**src/rtl/scr1_pipe_mprf_mp.sv**
```systemverilog
// -----------------------------------------------------------------------------
// scr1_pipe_mprf_mp
//   Parametrised multi-port register file for multi-issue / extended SCR1
//   pipelines. NUM_RD read ports, NUM_WR write ports, DEPTH = 2**AWIDTH
//   entries of XLEN bits.
//
//   After reset an init sequencer walks every entry and writes zero, so the
//   storage itself never needs a reset and can map onto embedded RAM.
//   While the sequencer runs (init_busy_o = 1) writes are ignored and reads
//   return zero.
//
//   SYNC_RD = 1 : registered read (latency 1) with write-first bypass. Storage
//                 is one simple dual-port RAM per (read port, write port) pair
//                 plus a per-entry "last writer" table that selects which
//                 write-port copy holds the live value.
//   SYNC_RD = 0 : combinational read from a flop array, no bypass.
//
// Ports
//   clk          clock
//   rst          asynchronous active-high reset
//   rd_en_i      per-port read enable (registered mode only)
//   rd_addr_i    packed read addresses, port p at [p*AWIDTH +: AWIDTH]
//   rd_data_o    packed read data, port p at [p*XLEN +: XLEN]
//   wr_req_i     per-port write request
//   wr_addr_i    packed write addresses
//   wr_data_i    packed write data
//   init_busy_o  high while the clear sequence runs
// -----------------------------------------------------------------------------
module scr1_pipe_mprf_mp #(
  parameter int XLEN    = 32,
  parameter int AWIDTH  = 5,
  parameter int NUM_RD  = 2,
  parameter int NUM_WR  = 1,
  parameter int SYNC_RD = 1,
  parameter int ZERO_R0 = 1
) (
  input  logic                     clk,
  input  logic                     rst,
  input  logic [NUM_RD-1:0]        rd_en_i,
  input  logic [NUM_RD*AWIDTH-1:0] rd_addr_i,
  output logic [NUM_RD*XLEN-1:0]   rd_data_o,
  input  logic [NUM_WR-1:0]        wr_req_i,
  input  logic [NUM_WR*AWIDTH-1:0] wr_addr_i,
  input  logic [NUM_WR*XLEN-1:0]   wr_data_i,
  output logic                     init_busy_o
);

  localparam int DEPTH = 2 ** AWIDTH;

  localparam logic [0:0] ST_INIT  = 1'b0;
  localparam logic [0:0] ST_READY = 1'b1;

  // Source of a registered read result
  localparam logic [1:0] SRC_ZERO = 2'd0;
  localparam logic [1:0] SRC_BYP  = 2'd1;
  localparam logic [1:0] SRC_ARR  = 2'd2;

  // ---------------------------------------------------------------------------
  // Init sequencer
  // ---------------------------------------------------------------------------
  logic [0:0]        state_reg;
  logic [0:0]        state_next;
  logic [AWIDTH-1:0] init_cnt_reg;
  logic [AWIDTH-1:0] init_cnt_next;
  logic              ready;

  always_comb begin
    state_next    = state_reg;
    init_cnt_next = init_cnt_reg;
    if (state_reg == ST_INIT) begin
      init_cnt_next = init_cnt_reg + 1'b1;
      // Leave INIT on the same edge that clears the last entry
      if (init_cnt_reg == AWIDTH'(DEPTH - 1)) begin
        state_next = ST_READY;
      end
    end
  end

  always_ff @(posedge clk or posedge rst) begin
    if (rst) begin
      state_reg    <= ST_INIT;
      init_cnt_reg <= '0;
    end else begin
      state_reg    <= state_next;
      init_cnt_reg <= init_cnt_next;
    end
  end

  assign ready       = (state_reg == ST_READY);
  assign init_busy_o = ~ready;

  // ---------------------------------------------------------------------------
  // Port unpacking and effective-write decode
  // ---------------------------------------------------------------------------
  logic [NUM_WR-1:0] wr_eff;
  logic [AWIDTH-1:0] wr_addr [NUM_WR];
  logic [XLEN-1:0]   wr_data [NUM_WR];
  logic [AWIDTH-1:0] rd_addr [NUM_RD];

  generate
    for (genvar gi = 0; gi < NUM_WR; gi++) begin : g_wr_dec
      assign wr_addr[gi] = wr_addr_i[gi*AWIDTH +: AWIDTH];
      assign wr_data[gi] = wr_data_i[gi*XLEN +: XLEN];
      // Writes to entry 0 are dropped when it is hardwired to zero
      assign wr_eff[gi]  = wr_req_i[gi] & ready &
                           ~((ZERO_R0 != 0) && (wr_addr[gi] == '0));
    end

    for (genvar gi = 0; gi < NUM_RD; gi++) begin : g_rd_dec
      assign rd_addr[gi] = rd_addr_i[gi*AWIDTH +: AWIDTH];
    end
  endgenerate

  generate
    if (SYNC_RD != 0) begin : g_sync
      // -----------------------------------------------------------------------
      // Write side of each RAM copy. Write port 0's copies also carry the
      // init clear; the last-writer table is cleared alongside so every
      // entry initially resolves to copy 0 (which holds zero).
      // -----------------------------------------------------------------------
      logic              cp_we   [NUM_WR];
      logic [AWIDTH-1:0] cp_addr [NUM_WR];
      logic [XLEN-1:0]   cp_data [NUM_WR];

      for (genvar gi = 0; gi < NUM_WR; gi++) begin : g_cp
        if (gi == 0) begin : g_cp0
          assign cp_we[gi]   = ~ready | wr_eff[gi];
          assign cp_addr[gi] = ready ? wr_addr[gi] : init_cnt_reg;
          assign cp_data[gi] = ready ? wr_data[gi] : '0;
        end else begin : g_cpn
          assign cp_we[gi]   = wr_eff[gi];
          assign cp_addr[gi] = wr_addr[gi];
          assign cp_data[gi] = wr_data[gi];
        end
      end

      // Combinational last-writer lookup per read port (sampled at the read edge)
      logic [NUM_RD-1:0] lvt_rd;

      if (NUM_WR > 1) begin : g_lvt
        logic lvt_mem [DEPTH];

        always_ff @(posedge clk) begin
          if (!ready) begin
            lvt_mem[init_cnt_reg] <= 1'b0;
          end else begin
            // Ascending loop: the highest-index effective write wins
            for (int w = 0; w < NUM_WR; w++) begin
              if (wr_eff[w]) begin
                lvt_mem[wr_addr[w]] <= 1'(w);
              end
            end
          end
        end

        for (genvar gi = 0; gi < NUM_RD; gi++) begin : g_lvt_rd
          assign lvt_rd[gi] = lvt_mem[rd_addr[gi]];
        end
      end else begin : g_no_lvt
        assign lvt_rd = '0;
      end

      // -----------------------------------------------------------------------
      // RAM copies: one per (read port, write port), registered read-first
      // output. Collisions are resolved by the bypass path instead.
      // -----------------------------------------------------------------------
      logic [NUM_RD*NUM_WR*XLEN-1:0] ram_q;

      for (genvar gi = 0; gi < NUM_RD; gi++) begin : g_rp
        for (genvar gj = 0; gj < NUM_WR; gj++) begin : g_wp
          logic [XLEN-1:0] mem [DEPTH];
          logic [XLEN-1:0] q_reg;

          always_ff @(posedge clk) begin
            if (cp_we[gj]) begin
              mem[cp_addr[gj]] <= cp_data[gj];
            end
            if (rd_en_i[gi]) begin
              q_reg <= mem[rd_addr[gi]];
            end
          end

          assign ram_q[(gi*NUM_WR + gj)*XLEN +: XLEN] = q_reg;
        end
      end

      // -----------------------------------------------------------------------
      // Per read port: bypass detect, result-source register, output mux.
      // The output is a mux of registers only, so it behaves as a registered
      // read and holds its value while rd_en_i is low.
      // -----------------------------------------------------------------------
      for (genvar gi = 0; gi < NUM_RD; gi++) begin : g_rport
        logic            byp_hit;
        logic [XLEN-1:0] byp_data;
        logic [1:0]      src_reg;
        logic [XLEN-1:0] byp_reg;
        logic            lvt_q_reg;
        logic [XLEN-1:0] rd_word;

        always_comb begin
          byp_hit  = 1'b0;
          byp_data = '0;
          for (int w = 0; w < NUM_WR; w++) begin
            if (wr_eff[w] && (wr_addr[w] == rd_addr[gi])) begin
              byp_hit  = 1'b1;
              byp_data = wr_data[w];
            end
          end
        end

        always_ff @(posedge clk or posedge rst) begin
          if (rst) begin
            src_reg   <= SRC_ZERO;
            byp_reg   <= '0;
            lvt_q_reg <= 1'b0;
          end else if (rd_en_i[gi]) begin
            lvt_q_reg <= lvt_rd[gi];
            if (!ready || ((ZERO_R0 != 0) && (rd_addr[gi] == '0))) begin
              src_reg <= SRC_ZERO;
            end else if (byp_hit) begin
              src_reg <= SRC_BYP;
              byp_reg <= byp_data;
            end else begin
              src_reg <= SRC_ARR;
            end
          end
        end

        always_comb begin
          case (src_reg)
            SRC_BYP: rd_word = byp_reg;
            SRC_ARR: rd_word = ram_q[(gi*NUM_WR + int'(lvt_q_reg))*XLEN +: XLEN];
            default: rd_word = '0;
          endcase
        end

        assign rd_data_o[gi*XLEN +: XLEN] = rd_word;
      end
    end else begin : g_async
      // -----------------------------------------------------------------------
      // Combinational read from a flop array; a same-cycle write shows up
      // only after the edge.
      // -----------------------------------------------------------------------
      logic [XLEN-1:0] mem_reg [DEPTH];

      always_ff @(posedge clk) begin
        if (!ready) begin
          mem_reg[init_cnt_reg] <= '0;
        end else begin
          for (int w = 0; w < NUM_WR; w++) begin
            if (wr_eff[w]) begin
              mem_reg[wr_addr[w]] <= wr_data[w];
            end
          end
        end
      end

      for (genvar gi = 0; gi < NUM_RD; gi++) begin : g_rport
        assign rd_data_o[gi*XLEN +: XLEN] =
          (!ready || ((ZERO_R0 != 0) && (rd_addr[gi] == '0))) ? '0 : mem_reg[rd_addr[gi]];
      end
    end
  endgenerate

  // ---------------------------------------------------------------------------
  // Simulation checks
  // ---------------------------------------------------------------------------
  generate
    for (genvar gi = 0; gi < NUM_WR; gi++) begin : g_chk_wr
      assert property (@(posedge clk) disable iff (rst)
                       wr_eff[gi] |-> !$isunknown({wr_addr[gi], wr_data[gi]}))
        else $error("mprf: X on effective write port %0d", gi);
    end
  endgenerate

  assert property (@(posedge clk) (NUM_RD >= 1) && (NUM_RD <= 4))
    else $error("mprf: NUM_RD out of range");
  assert property (@(posedge clk) (NUM_WR >= 1) && (NUM_WR <= 2))
    else $error("mprf: NUM_WR out of range");

endmodule

```
**config.mk**
```make
export PLATFORM = sky130hd
export DESIGN_NAME = scr1_pipe_mprf_mp
export DESIGN_NICKNAME = d
export VERILOG_FILES = /design/src/rtl/scr1_pipe_mprf_mp.sv
export SDC_FILE = /design/constraint.sdc
export NUM_CORES = 1
export LEC_CHECK = 0
export CAP_MARGIN = 20
export CORE_UTILIZATION = 29
export CTS_CLUSTER_DIAMETER = 30
export CTS_CLUSTER_SIZE = 20
export DETAILED_ROUTE_END_ITERATION = 10
export HOLD_SLACK_MARGIN = 0.02
export PLACE_DENSITY = 0.55
export RECOVER_POWER = 25
export SYNTH_ARGS = -nofsm -noshare
export SYNTH_HDL_FRONTEND = slang
export SYNTH_SLANG_ARGS = --single-unit
export TNS_END_PERCENT = 20
```
**constraint.sdc**
```tcl
create_clock -name clk -period 3.2 [get_ports clk]
set_input_delay 0.64 -clock clk [delete_from_list [all_inputs] [get_ports clk]]
set_output_delay 0.64 -clock clk [all_outputs]
set_load 0.05 [all_outputs]
```
==> flow_summary_export.csv, run 1 <==
group,metric,value,unit
drt,drc,0,
drt,top_layer_used,"met5",
logic_synthesis,synth_warnings,0,
power_and_ir_drop,p_per_area,645,nW/um2
clocking,insertion_delay,0.81,ns
logic_synthesis,ys_async_sr_fraction,6.37,%
grt,grt_first_pass_wirelength,234000,um
power_and_ir_drop,internal_power,32.3,mW
power_and_ir_drop,p_total,42.1,mW
timing,slew_headroom,-8.77,%
die,initial_core_util,29.2,%
die,io_pins,117,
cells_and_area,fin_nets,3009,
clocking,clock_path_buffers,3,
timing,tightest_slew,1.63,ns
logic_synthesis,synth.most_common_cell,"edfxtp_1",
grt,track_usage,18.5,%
clocking,tritoncts,"done",
critical_path,rrSetupSlack,0.36,ns
drt,drt-vias-per-instance,5.39,
cells_and_area,design_area,65300,um2
power_and_ir_drop,p_switching,9.88,mW
power_and_ir_drop,p_seq_share,40.3,%
logic_synthesis,synth.top_cells.by_count,"1088 x edfxtp_1, 512 x mux4_2, 257 x o22ai_1, 127 x clkbuf_1, 101 x nor2_1",
power_and_ir_drop,pwr-share-comb,7.5,%
timing,rsz0062_at_grt,"false",
cells_and_area,finish.utilization,37.0,%
timing,hold_viol_final,0,
drt,met1_length,61800,um
critical_path,worst_setup_path_start_kind,"flip-flop",
logic_synthesis,synth_top_area_share,63.4,%
grt,grt_pass1_vias,31200,
placement,place_ws,-0.0859,ns
timing,setup_viol,0,
critical_path,worstSetupPathType,"flip-flop to output pin",
timing,fin_crit_sh,97.4,%
cells_and_area,stdcell_count,5474,
grt,overflow,0,
clocking,cts_hold_buf,0,
logic_synthesis,ys_seq_area_share,67.0,%
placement,hpwl,104000,um
logic_synthesis,post-synth-top-area-cell,"edfxtp_1",
placement,placed_cell_area,58300,um2
critical_path,reg2regPathDepth,3,
power_and_ir_drop,leakagePower,21.3,nW
critical_path,timing.rr.end,"g_sync.g_rp[1].g_wp[0].mem[14][23]",
clocking,numCtsBuffers,209,
logic_synthesis,synth-seq-cells,1162,
logic_synthesis,synthDistinctLibCells,44,
drt,drt_wl_total,166000,um
cells_and_area,fillers,16100,
run_status,violations,"capacitance limit, slew limit",
drt,drt_first_pass_iters,8,
die,core,176000,um2
logic_synthesis,synth_ff_type,"edfxtp_1",
grt,antenna_found_initial,5,
drt,drt_iter0_drc,2863,
timing,min_period,3.12,ns
grt,grt_start_max_net_pins,51,
drt,vias,29500,
critical_path,critPathCaptureType,"output pin",
drt,routed-wl-met2,86700,um
clocking,cts_root_buf,"clkbuf_16",
clocking,cts.clk_slew.worst_paths,0.05,ns
power_and_ir_drop,sw_frac_of_total,23.4,%
clocking,h-tree-depth,4,
timing,fmax,0.321,GHz
logic_synthesis,synth_fp_nets,2614,
logic_synthesis,syn_inst,2556,
clocking,clock_sinks,1162,
drt,ant_nets,0,
placement,gp_congestion,0.818,
logic_synthesis,synth_area_per_cell,20.2,um2
die,die-width,423,um
critical_path,crit_path_end,"rd_data_o[17]",
logic_synthesis,synth_enable_flop_cells,1088,
power_and_ir_drop,clock_power_share,52.2,%
critical_path,crit_arrival,2.48,ns
logic_synthesis,synthTopCellsByArea,"edfxtp_1 63%, mux4_2 22%, dfrtp_1 3.6%, o22ai_1 3.1%, a22oi_1 0.93%",
placement,dp_cells,5080,
die,core.rowCount,154,
cells_and_area,largest_reg_flops,1024,
run_status,status,"complete, but fails checks",
flow_run,maxCapViolCount,6,
die,die_area,179000,um2
critical_path,cp-startpoint,"g_sync.g_rport[0].src_reg[1]",
placement,port_buffers,116,
critical_path,r2r_start,"ready",
cells_and_area,drive_above_1_share,41.4,%
drt,wl_per_cell,30.2,um
timing,drv_slew,136,
min_path,hold_class,"input port to flip-flop",
critical_path,worst_ep_required_time,2.56,ns
cells_and_area,syn_to_final_growth,26.8,%
timing,setup_slack,0.0836,ns
timing,tns,0,ns
drt,wl_met3,9670,um
power_and_ir_drop,vdd_drop_max,563,uV
die,die_y,423,um
timing,hold_ws,0.183,ns
timing,skew,0.0321,ns
critical_path,cp_max_fo,32,
logic_synthesis,netlist_area,51500,um2
cells by family after synthesis:
logic type,synth area share (%)
muxes,24.1
and+or+nand+nor,2.39
xor gates and xnor gates,0.221
adders and majority gates,0.146
AOI/OAI and AO/OA,4.31
buffers and inverters,1.83
DFF,67.0
power by group through the flow:
stage                     clock network (mW)  registers [mW]  logic (mW)
final                                   22.0            17.0        3.18
after global routing                    22.9            17.0        3.33
after CTS                               22.3            17.0        3.23
after detailed placement                   0            17.2        3.24
after global placement                     0            17.2        3.24
after floorplan                            0            17.2        1.84
how the worst min path moves through the flow:
stage | startpoint | to | slack (ns) | depth (start not counted)
2_1_floorplan | init_cnt_reg[0] | init_cnt_reg[0] | 0.47 | 1
3_3_place_gp | g_sync.g_rport[0].byp_reg[5] | g_sync.g_rport[0].byp_reg[5] | 0.49 | 1
3_5_place_dp | init_cnt_reg[0] | init_cnt_reg[0] | 0.49 | 1
4_1_cts | rst | g_sync.g_rport[0].byp_reg[2] | 0.13 | 2
5_1_grt | rd_en_i[1] | g_sync.g_rport[1].src_reg[1] | 0.19 | 3
6_report | rd_en_i[1] | g_sync.g_rport[1].src_reg[1] | 0.18 | 3
what timing repair did:
action                                  in CTS  in global routing
gates resized for setup                    147                 10
endpoints found under the setup margin      60                 10
cloned                                       0                  0
setup buffers                                0                  0
worst max-delay path, stage by stage, from the launching register on:
cell and delay [ns]:
dfrtp_1 0.41, inv_1 0.10, ha_2 0.20, buf_12 0.23
a22oi_1 0.14, nor2_1 0.12, clkdlybuf4s15_2 0.40
cell type report:
type	count	area (um2)	share of cell area [%]
inverter	9	35.0	0.0537
clock inverter	161	1700	2.61
antenna	2	5.00	0.00767
multi-input combinational	1177	16300	25.0
clock buffer	231	5380	8.23
tap	2340	2930	4.48
sequential	1162	34500	52.9
timing repair buffer	392	4390	6.72
placed cells by master (no fill, tap or decap), drive strengths merged, types with 2 or more instances in the layout:
cell type         n
clkinvlp         32
a211oi            2
mux2             67
o22ai           257
clkbuf          259
or3b              4
xor2              7
nor4             67
o21ai             5
nand3             6
dfrtp            74
inv              35
a21o              2
xnor2             6
nand3b            6
clkdlybuf4s50    44
dlygate4sd2       7
ha                6
clkdlybuf4s15    43
buf             266
clkinv           79
diode             2
nor2            101
nand2            16
and2             32
bufinv           24
or3               3
a22oi            64
clkdlybuf4s18     3
edfxtp         1088
o2bb2ai           2
mux4            512
layer usage:
| metal | track usage (%) | vias to the layer above |
|---|---|---|
| met5 | 0 | - |
| met4 | 8.42 | 2 |
| met3 | 3.03 | 280 |
| met2 | 32.6 | 1172 |
| met1 | 21.9 | 16000 |
| li1 | - | 12000 |
Power figures use the tool's default switching activity.
==> run 2, diff against run 1 <==
CORE_MARGIN = 1   (was unset)
GPL_TIMING_DRIVEN = 0   (was unset)
==> run 2 against run 1 <==
The flow finishes with violations (capacitance limit, slew limit, setup timing). Utilization fell by 0.32 points. Critical path type is now input port to flip-flop. Cell area decreased by 0.85%. Sequential cell count is the same. Clock power up 7%. Register-to-register slack worse by 0.48 ns. Power is 3.9% higher. Via count up 3.6%. Critical path depth unchanged. Routed wire length is 8.5% higher. Highest routed layer is now met4. Critical endpoint is now g_sync.g_rp[1].g_wp[0].mem[0][13]. Count of clock-buffer cells in the layout increased by 4.
==> flow_summary_export.csv, run 2 (synthesized netlist as in run 1, its figures left out) <==
group,metric,value,unit
cells_and_area,drive_above_1_share,40.5,%
timing,setup_viol,496,
timing,skew,0.0813,ns
critical_path,crit_arrival,4.07,ns
critical_path,critPathCaptureType,"flip-flop",
cells_and_area,final_cell_mix,"1088 x edfxtp_1, 512 x mux4_2, 257 x o22ai_1",
die,initial_core_util,29.2,%
die,core.rowCount,154,
cells_and_area,syn_to_final_growth,25.7,%
critical_path,worstSetupPathType,"input port to flip-flop",
die,core,176000,um2
min_path,min_to,"g_sync.g_rport[1].src_reg[1]",
critical_path,cp_max_fo,18,
clocking,cts.clk_slew.worst_paths,0.05,ns
run_status,violations,"capacitance limit, slew limit, setup timing",
critical_path,r2r_start,"ready",
critical_path,reg2regPathDepth,6,
power_and_ir_drop,vdd_drop_max,499,uV
placement,gp_congestion,0.865,
critical_path,rrSetupSlack,-0.12,ns
power_and_ir_drop,leakagePower,21.0,nW
critical_path,worst_ep_required_time,3.73,ns
power_and_ir_drop,p_per_area,676,nW/um2
clocking,tritoncts,"done",
die,die_area,179000,um2
min_path,whs_path_depth,5,
drt,drt-vias-per-instance,5.57,
timing,tightest_slew,1.83,ns
grt,antenna_found_initial,4,
grt,grt_start_max_net_pins,49,
timing,rsz0062_at_grt,"true",
grt,grt_pass1_vias,31200,
timing,hold_viol_final,0,
critical_path,worst_setup_path_start_kind,"input port",
cells_and_area,largest_reg_flops,1024,
clocking,cts_root_buf,"clkbuf_16",
timing,hold_ws,0.391,ns
grt,grt_first_pass_wirelength,247000,um
grt,overflow,0,
min_path,hold_class,"input port to flip-flop",
drt,vias,30600,
cells_and_area,layout_commonest_cell,"edfxtp_1",
timing,drv_slew,99,
placement,place_ws,-1.40,ns
die,die-width,423,um
grt,track_usage,19.8,%
drt,drt_first_pass_iters,5,
min_path,hold_start,"rd_addr_i[8]",
timing,slew_headroom,-21.7,%
drt,drt_iter0_drc,3530,
drt,ant_nets,0,
timing,fin_crit_sh,111,%
timing,fmax,0.283,GHz
drt,drc,0,
die,io_pins,117,
clocking,insertion_delay,0.87,ns
clocking,clock_path_buffers,3,
flow_run,maxCapViolCount,3,
timing,min_period,3.54,ns
placement,port_buffers,104,
placement,hpwl,124000,um
timing,setup_slack,-0.339,ns
cells_and_area,finish.utilization,36.7,%
timing,tns,-69.94,ns
clocking,numCtsBuffers,215,
die,die_y,423,um
run_status,status,"complete, but fails checks",
cells_and_area,fin_nets,3016,
clocking,clock_sinks,1162,
drt,wl_per_cell,32.7,um
critical_path,timing.rr.end,"g_sync.g_rp[1].g_wp[0].mem[21][16]",
clocking,h-tree-depth,4,
drt,drt_wl_total,180000,um
-- run 2: area by class of cell --
type                       instances  area (um2)
timing repair buffer             185        2070
fill                           16100      112000
tap                             2340        2930
buffer                           208        1050
multi-input combinational       1177       16400
sequential                      1162       34500
inverter                           9        35.0
antenna                            3        7.51
clock buffer                     235        5520
clock inverter                   176        2200
-- run 2: worst max-delay path: stages --
cell             delay, ns
clkdlybuf4s50_1       0.83
nor4_1                0.77
a211oi_1              0.26
o21ai_2               0.85
nor2_4                0.35
buf_12                0.27
-- run 2: timing repair --
item	in CTS	in global routing
buffers inserted	1	13
hold buffers	0	0
endpoints found under the hold margin	0	0
gates resized for setup	384	28
pin swaps	2	7
setup endpoints to repair	1030	629
-- run 2: how the worst max path moves through the flow --
stage                            start                            endpoint  slack, ns  depth (start not counted)
final                     wr_addr_i[0]   g_sync.g_rp[1].g_wp[0].mem[0][13]      -0.34                          6
after CTS                 wr_addr_i[0]  g_sync.g_rp[1].g_wp[0].mem[17][16]      -0.16                          6
after floorplan                  ready    g_sync.g_rp[1].g_wp[0].mem[4][0]      -0.16                          5
after global routing      wr_addr_i[0]  g_sync.g_rp[1].g_wp[0].mem[21][16]      -0.23                          6
after detailed placement  rd_addr_i[2]    g_sync.g_rp[0].g_wp[0].q_reg[16]      -1.40                          6
after global placement    wr_addr_i[0]  g_sync.g_rp[1].g_wp[0].mem[17][19]      -3.47                          5
-- run 2: metal layers --
layer	part of all wire, %	global-route usage (%)	vias up
met5	0	0	-
met4	6.5	12.3	0
met3	7.6	3.90	403
met2	49	32.6	1668
met1	37	24.0	16500
li1	-	-	12100
-- run 2: through the flow --
step | instance area (um2) | power [mW] | cells
floorplan | 51500 | 19.0 | 2556
global placement | 55500 | 20.3 | 5000
detailed placement | 56800 | 20.5 | 5061
CTS | 64600 | 43.9 | 5473
global route | 64700 | 44.8 | 5494
finish | 64700 | 43.8 | 5495
-- run 2: report_power, final --
| group | total, mW | internal (mW) | switching, mW |
|---|---|---|---|
| combinational | 3.23 | 1.12 | 2.11 |
| clock | 23.6 | 15.0 | 8.62 |
| sequential | 16.9 | 16.8 | 0.0726 |
==> run 3, diff against run 2 <==
ABC_CLOCK_PERIOD_IN_PS = 3200   (was unset)
==> results of run 3 <==
The final DEF is identical to that of run 2; final timing and power are the same.
